<file path="src/rtl/up_dn_counter_ctrl.sv">
// Command-side driver for a saturating up/down counter: accepts a target request,
// then loads or steps the counter until its count matches, and reports done/err.
module up_dn_counter_ctrl #(
    parameter int WIDTH     = 5,
    parameter int MAX_STEPS = 32
) (
    input  logic             clk,
    input  logic             rst,
    input  logic             req_valid,
    output logic             req_ready,
    input  logic [WIDTH-1:0] req_target,
    input  logic             req_mode,
    input  logic [WIDTH-1:0] cnt_count,
    input  logic             cnt_high,
    input  logic             cnt_low,
    output logic [WIDTH-1:0] cnt_in,
    output logic             cnt_load,
    output logic             cnt_up,
    output logic             cnt_down,
    output logic             done,
    output logic             err
);

    localparam int SW = $clog2(MAX_STEPS + 1);

    typedef enum logic [2:0] {
        IDLE,
        LOAD,
        VERIFY,
        STEP,
        RESP
    } state_t;

    state_t           state;
    logic [WIDTH-1:0] target;
    logic             mode;
    logic [SW-1:0]    step_cnt;
    logic             err_flag;

    logic need_up;
    logic need_down;
    logic at_limit;
    logic blocked;
    logic step_active;

    assign need_up     = cnt_count < target;
    assign need_down   = cnt_count > target;
    assign at_limit    = step_cnt == SW'(MAX_STEPS);
    // Feedback contradicting the required direction means the counter cannot move.
    assign blocked     = (need_up && cnt_high) || (need_down && cnt_low);
    assign step_active = (state == STEP) && !mode && !at_limit && !blocked;

    assign req_ready = (state == IDLE);
    assign cnt_in    = target;
    assign cnt_load  = (state == LOAD);
    assign cnt_up    = step_active && need_up;
    assign cnt_down  = step_active && need_down;
    assign done      = (state == RESP);
    assign err       = (state == RESP) && err_flag;

    always_ff @(posedge clk) begin
        if (rst) begin
            state    <= IDLE;
            target   <= '0;
            mode     <= 1'b0;
            step_cnt <= '0;
            err_flag <= 1'b0;
        end else begin
            case (state)
                IDLE: begin
                    if (req_valid) begin
                        target   <= req_target;
                        mode     <= req_mode;
                        step_cnt <= '0;
                        err_flag <= 1'b0;
                        state    <= req_mode ? LOAD : STEP;
                    end
                end
                LOAD: begin
                    state <= VERIFY;
                end
                VERIFY: begin
                    err_flag <= (cnt_count != target);
                    state    <= RESP;
                end
                STEP: begin
                    if (!need_up && !need_down) begin
                        err_flag <= 1'b0;
                        state    <= RESP;
                    end else if (at_limit || blocked) begin
                        err_flag <= 1'b1;
                        state    <= RESP;
                    end else begin
                        step_cnt <= step_cnt + SW'(1);
                    end
                end
                RESP: begin
                    state <= IDLE;
                end
                default: begin
                    state <= IDLE;
                end
            endcase
        end
    end

endmodule
</file>
<file path="config.mk">
export PLATFORM = sky130hd
export DESIGN_NAME = up_dn_counter_ctrl
export DESIGN_NICKNAME = d
export VERILOG_FILES = /design/src/rtl/up_dn_counter_ctrl.sv
export SDC_FILE = /design/constraint.sdc
export NUM_CORES = 1
export LEC_CHECK = 0
export ABC_AREA = 1
export CAP_MARGIN = 5
export CORE_MARGIN = 1.5
export CORE_UTILIZATION = 47
export DETAILED_ROUTE_END_ITERATION = 8
export PLACE_DENSITY = 0.78
export SLEW_MARGIN = 20
export SYNTH_ARGS = -nofsm -noshare
export SYNTH_HDL_FRONTEND = slang
export SYNTH_SLANG_ARGS = --single-unit
</file>
<file path="constraint.sdc">
create_clock -name clk -period 2.2 [get_ports clk]
set_clock_uncertainty 0.2 [all_clocks]
set_input_delay 0.22 -clock clk [delete_from_list [all_inputs] [get_ports clk]]
set_output_delay 0.22 -clock clk [all_outputs]
set_load 0.01 [all_outputs]
</file>
# --- After elaboration in Yosys (flattened, before gate mapping) ---
# Index checks and enable logic that the tools add are counted.
totals:
  regBits: 16
  input_bits: 16
  out_inout_bits: 11
  elab_cells: 54
classes:
  add_sub_neg: 1
  magnitude_cmp: 2
  eq_ne: 10
  mux: 13
  reduce_logical: 23
ops:
  columns: ["cell", "count"]
  rows:
  - ["$mux 6", 3]
  - ["$pmux 3 s4", 1]
  - ["$pmux 6 s2", 1]
  - ["$logic_and 1x1->1", 9]
  - ["$mux 3", 3]
  - ["$add 6x1->6 const B", 1]
  - ["$eq 3x2->1 const B", 2]
  - ["$eq 6x6->1 const B", 1]
  - ["$ne 2x2->1 const B", 3]
  - ["$gt 5x5->1", 1]
  - ["$logic_not 1->1", 5]
  - ["$lt 5x5->1", 1]
  - ["$ne 5x5->1", 1]
  - ["$reduce_and 2->1", 2]
  - ["$reduce_and 4->1", 1]
  - ["$eq 3x1->1 const B", 1]
  - ["$eq 3x3->1 const B", 1]
  - ["$logic_not 3->1", 1]
  - ["$mux 1", 3]
  - ["$ne 3x1->1 const B", 1]
  - ["$pmux 1 s3", 1]
  - ["$reduce_and 3->1", 1]
  - ["$reduce_bool 3->1", 1]
  - ["$logic_or 1x1->1", 2]
  - ["other kinds (2)", 2]

# --- Depth between registers and ports, before layout ---
logic_depth:
  depth_word: 7
  mapped_depth: 13
  depth_no_buf: 13

# --- Least setup slack after synthesis ---
# OpenSTA, ideal clock, no wires.
synth_timing:
  path_type: "register to register"
  startpoint: "register target[4], in the netlist cnt_in[4]"
  endpoint: "register step_cnt[3]"
  setup_time_ps: 116
  arrival_time_ps: 1594
  required_ps: 1884
  slack_ps: 290
  path_stages_with_launch: 11
  n_path_buf: 0
  synth_period_minus_slack_ps: 1910
  cell_sequence: "dfxtp_1 -> inv_1 -> ha_1 -> a21oi_1 -> nand3_2 -> a21oi_2 -> nand3_4 -> nand2_4 -> inv_2 -> nor2_1 -> nor2_1"
synth_between:
  elab_chain_len: 6
  elab_cells_between_ends: 12
  classes_between: "order compare: 2; eq/ne: 2; reduce/logical: 8"
synth_rtl:
  columns: ["element", "line_no", "source"]
  rows:
  - ["from (decl)", "35", "logic [WIDTH-1:0] target;"]
  - ["from (signal assigned)", "72", "target <= req_target;"]
  - ["$lt 5x5->1 or $gt 5x5->1 (tied branches)", "46, 47", null]
  - ["$logic_and 1x1->1", "50", "assign blocked = (need_up && cnt_high) || (need_down && cnt_low);"]
  - ["$logic_or 1x1->1", "50", null]
  - ["$logic_or 1x1->1", "90", "end else if (at_limit || blocked) begin"]
  - ["$ne 2x2->1 (no source line)", null, null]
  - ["$reduce_and 4->1 (no source line) *", null, null]
  - ["to (signal assigned)", "94", "step_cnt <= step_cnt + SW'(1);"]
  - ["to (decl)", "37", "logic [SW-1:0] step_cnt;"]
# Every way passes the cells marked *; elsewhere a longest branch is shown, timed or not.
# A chain may end at the register's enable or synchronous reset.

# --- Final worst setup path ---
layout_timing:
  startpoint: "register target[4], in the netlist cnt_in[4]"
  endpoint: "output port cnt_down"
layout_between:
  elab_chain_len: 6
  elab_cells_between_ends: 8
  classes_between: "order compare: 2; reduce/logical: 6"
layout_rtl:
  columns: ["element", "line_no", "source"]
  rows:
  - ["$lt 5x5->1 or $gt 5x5->1 (tied branches)", "46, 47", null]
  - ["$logic_and 1x1->1", "50", null]
  - ["$logic_or 1x1->1", "50", null]
  - ["$logic_not 1->1", "51", "assign step_active = (state == STEP) && !mode && !at_limit && !blocked;"]
  - ["$logic_and 1x1->1", "51", null]
  - ["$logic_and 1x1->1 *", "57", "assign cnt_down = step_active && need_down;"]
  - ["to (decl)", "19", "output logic cnt_down,"]
# Marks and branches as above.

==> results_dict.tcl <==
set metrics [dict create \
    critPathMaxStageDelay_ns 0.34 \
    hold_buffers 0 \
    seq_area_frac_synth 0.322 \
    drt_iter0_markers 25 \
    grtUsageMet2 0.409 \
    worstHoldStart "mode" \
    worstPathMaxFanout 2 \
    grt_use_met3 0.0583 \
    synth_edf_count 0 \
    cp-start-kind "flip-flop" \
    setup_viol 0 \
    arrival_ns 1.72 \
    synth_cell_type_count 26 \
    num_vias 1023 \
    ioPinCount 27 \
    finalHoldViolations 0 \
    worstSetupPathType "reg2out" \
    cts.sinks 16 \
    use_met1 0.239 \
    synth_commonest_cells "inv_1, nor2_1, nand2_1" \
    yosys_warnings 0 \
    ys_seq_elements 16 \
    synth.most_common_cell "inv_1" \
    syn-cell-area_um2 995 \
    synth.top_cell.area_share 0.322 \
    row_count 16 \
    track_usage 0.220 \
    place.gp.congestion 0.787 \
    finalSetupTns_ns 0 \
    antenna_found_initial 0 \
    worst_slack_ns 0.0607 \
    synthTopCellsByArea "dfxtp_1, inv_1, ha_1" \
    relSlewSlack 0.746 \
    grt_max_degree 15 \
    vdd_drop_max_mv 0.447 \
    die_y_um 49.0 \
    start_util 0.502 \
    leakagePower_uw 0.000667 \
    area_growth_syn_to_layout_pct 46.2 \
    drive_above_1_share 0.250 \
    fin_cells 207 \
    port_buffers 26 \
    end_kind "primary output" \
    fin_crit_sh 0.972 \
    synthArstFlopShare 0 \
    detail-route-antenna-nets 0 \
    finalWorstPathRequiredPeriod_ns 2.14 \
    hpwl_um 1810 \
    htree_num_levels 1 \
    maxCapViolCount 0 \
    drtPass1Iterations 4 \
    viasPerCell 4.94 \
    drcViolationCount 0 \
    final_util 0.734 \
    clock_path_buffers 2 \
    syn_avg_cell_area_um2 7.00 \
    top_usage_layer "met2" \
    worstMarginPinSlew_ns 0.381 \
    grt_pass1_vias 1022 \
    wirelength_um 2460 \
    num_antenna_cells 0 \
    cts_tree "yes" \
    synth_nets 165 \
    cts_buffers 3 \
    finalPower_uw 824 \
    core_um2 1980 \
    startpoint "cnt_in[4]" \
    overflow 0 \
    path_cells "inv_2 > ha_4 > nand2_4 > nor2_4 > nand2_2 > nand4_1 > nand2_1 > inv_2 > nand4_1 > nor2_1 > buf_2" \
    root_buffer "clkbuf_4" \
    min_path_type "reg2reg" \
    place_ws_ns -0.391 \
    syn-instance-count 142 \
    slew_viol_final 0 \
    wl_per_cell_um 11.9 \
    status "completed" \
    synth_top_area_cell "dfxtp_1" \
    die_w_um 49.0 \
    insertion_delay_ns 0.28 \
    critical_path_required_ns 1.78 \
    place_inst 202 \
    r2r-start "cnt_in[4]" \
    ys.flop_type "dfxtp_1" \
    cellPowerDensity_nw_per_um2 567 \
    rsz0062_at_grt "yes" \
    fmax_ghz 0.467 \
    clk_pin_slew_ns 0.09 \
    die-area_um2 2400 \
    slowest_stage "dfxtp_2" \
    grt_pass1_wl_um 4140 \
    nNetsFinal 205 \
]
## per-layer routing
metal | vias up | share of wire
met2 | 22 | 0.54
li1 | 533 | -
met5 | - | 0
met1 | 466 | 0.42
met3 | 2 | 0.032
met4 | 0 | 0.0093
## through the flow
| step | cell area (µm²) | hold slack [ns] |
|---|---|---|
| detailed placement | 1340 | 0.261 |
| global placement | 1340 | 0.254 |
| floorplan | 995 | 0.0891 |
| CTS | 1390 | 0.274 |
| finish | 1450 | 0.278 |
| global route | 1450 | 0.299 |
## registers in the layout, indices dropped and copies added (netlist names)
| signal | count |
|---|---|
| state | 3 |
| step_cnt | 6 |
| cnt_in | 5 |
| mode | 1 |
| err_flag | 1 |
## cell families (layout without fill, tap and decap cells)
kind of cell | after synthesis | count (layout) | share of synthesized area
fa+ha+maj | 7 | 7 | 0.0880
flops | 16 | 16 | 0.322
buf+inv | 29 | 67 | 0.114
compound gates | 25 | 25 | 0.136
simple gates | 63 | 63 | 0.322
xor+xnor | 2 | 2 | 0.0176
## area by class of cell
class	count	area [µm²]
timing repair buffer	37	337
sequential	16	325
fill	158	528
tap	27	33.8
multi-input combinational	97	634
clock buffer	3	22.5
inverter	27	101
## path summary, 6_finish.rpt
check / end / slack (ns) / cells past startpoint
worst min-delay path: mode / 0.28 / 2
worst max-delay path: cnt_down / 0.06 / 11
worst max register to register: step_cnt[3] / 0.20 / 13
worst min register to register: mode / 0.28 / 2
## cells in the final DEF, fill, tap and decap left out, types with 4 or more instances in the layout
cell             count
buf_4               11
nand2_2              4
inv_2                6
nand4_1              4
ha_4                 4
dfxtp_1             12
o21ai_0              8
dfxtp_2              4
inv_1               21
nand2_1             17
nor2_1              23
clkdlybuf4s50_1     21
a21oi_1              9
## worst max-delay path, delay by kind of cell (launching register included)
kind / cells / cell delay, ns
adders and majority gates: 1 / 0.28
DFF: 1 / 0.34
buffers and inverters: 3 / 0.23
and+or+nand+nor: 7 / 0.61
## report_power, final
part           switching [µW]  internal [µW]
combinational             165            161
clock                    83.1           63.5
sequential               30.0            322
total                     278            546
## what timing repair did
action	CTS	global route
cloned	0	0
gates resized for setup	16	15
endpoints found under the setup margin	2	4
pin swaps	4	7
setup buffers	0	2
(Power assumes the default switching activity.)
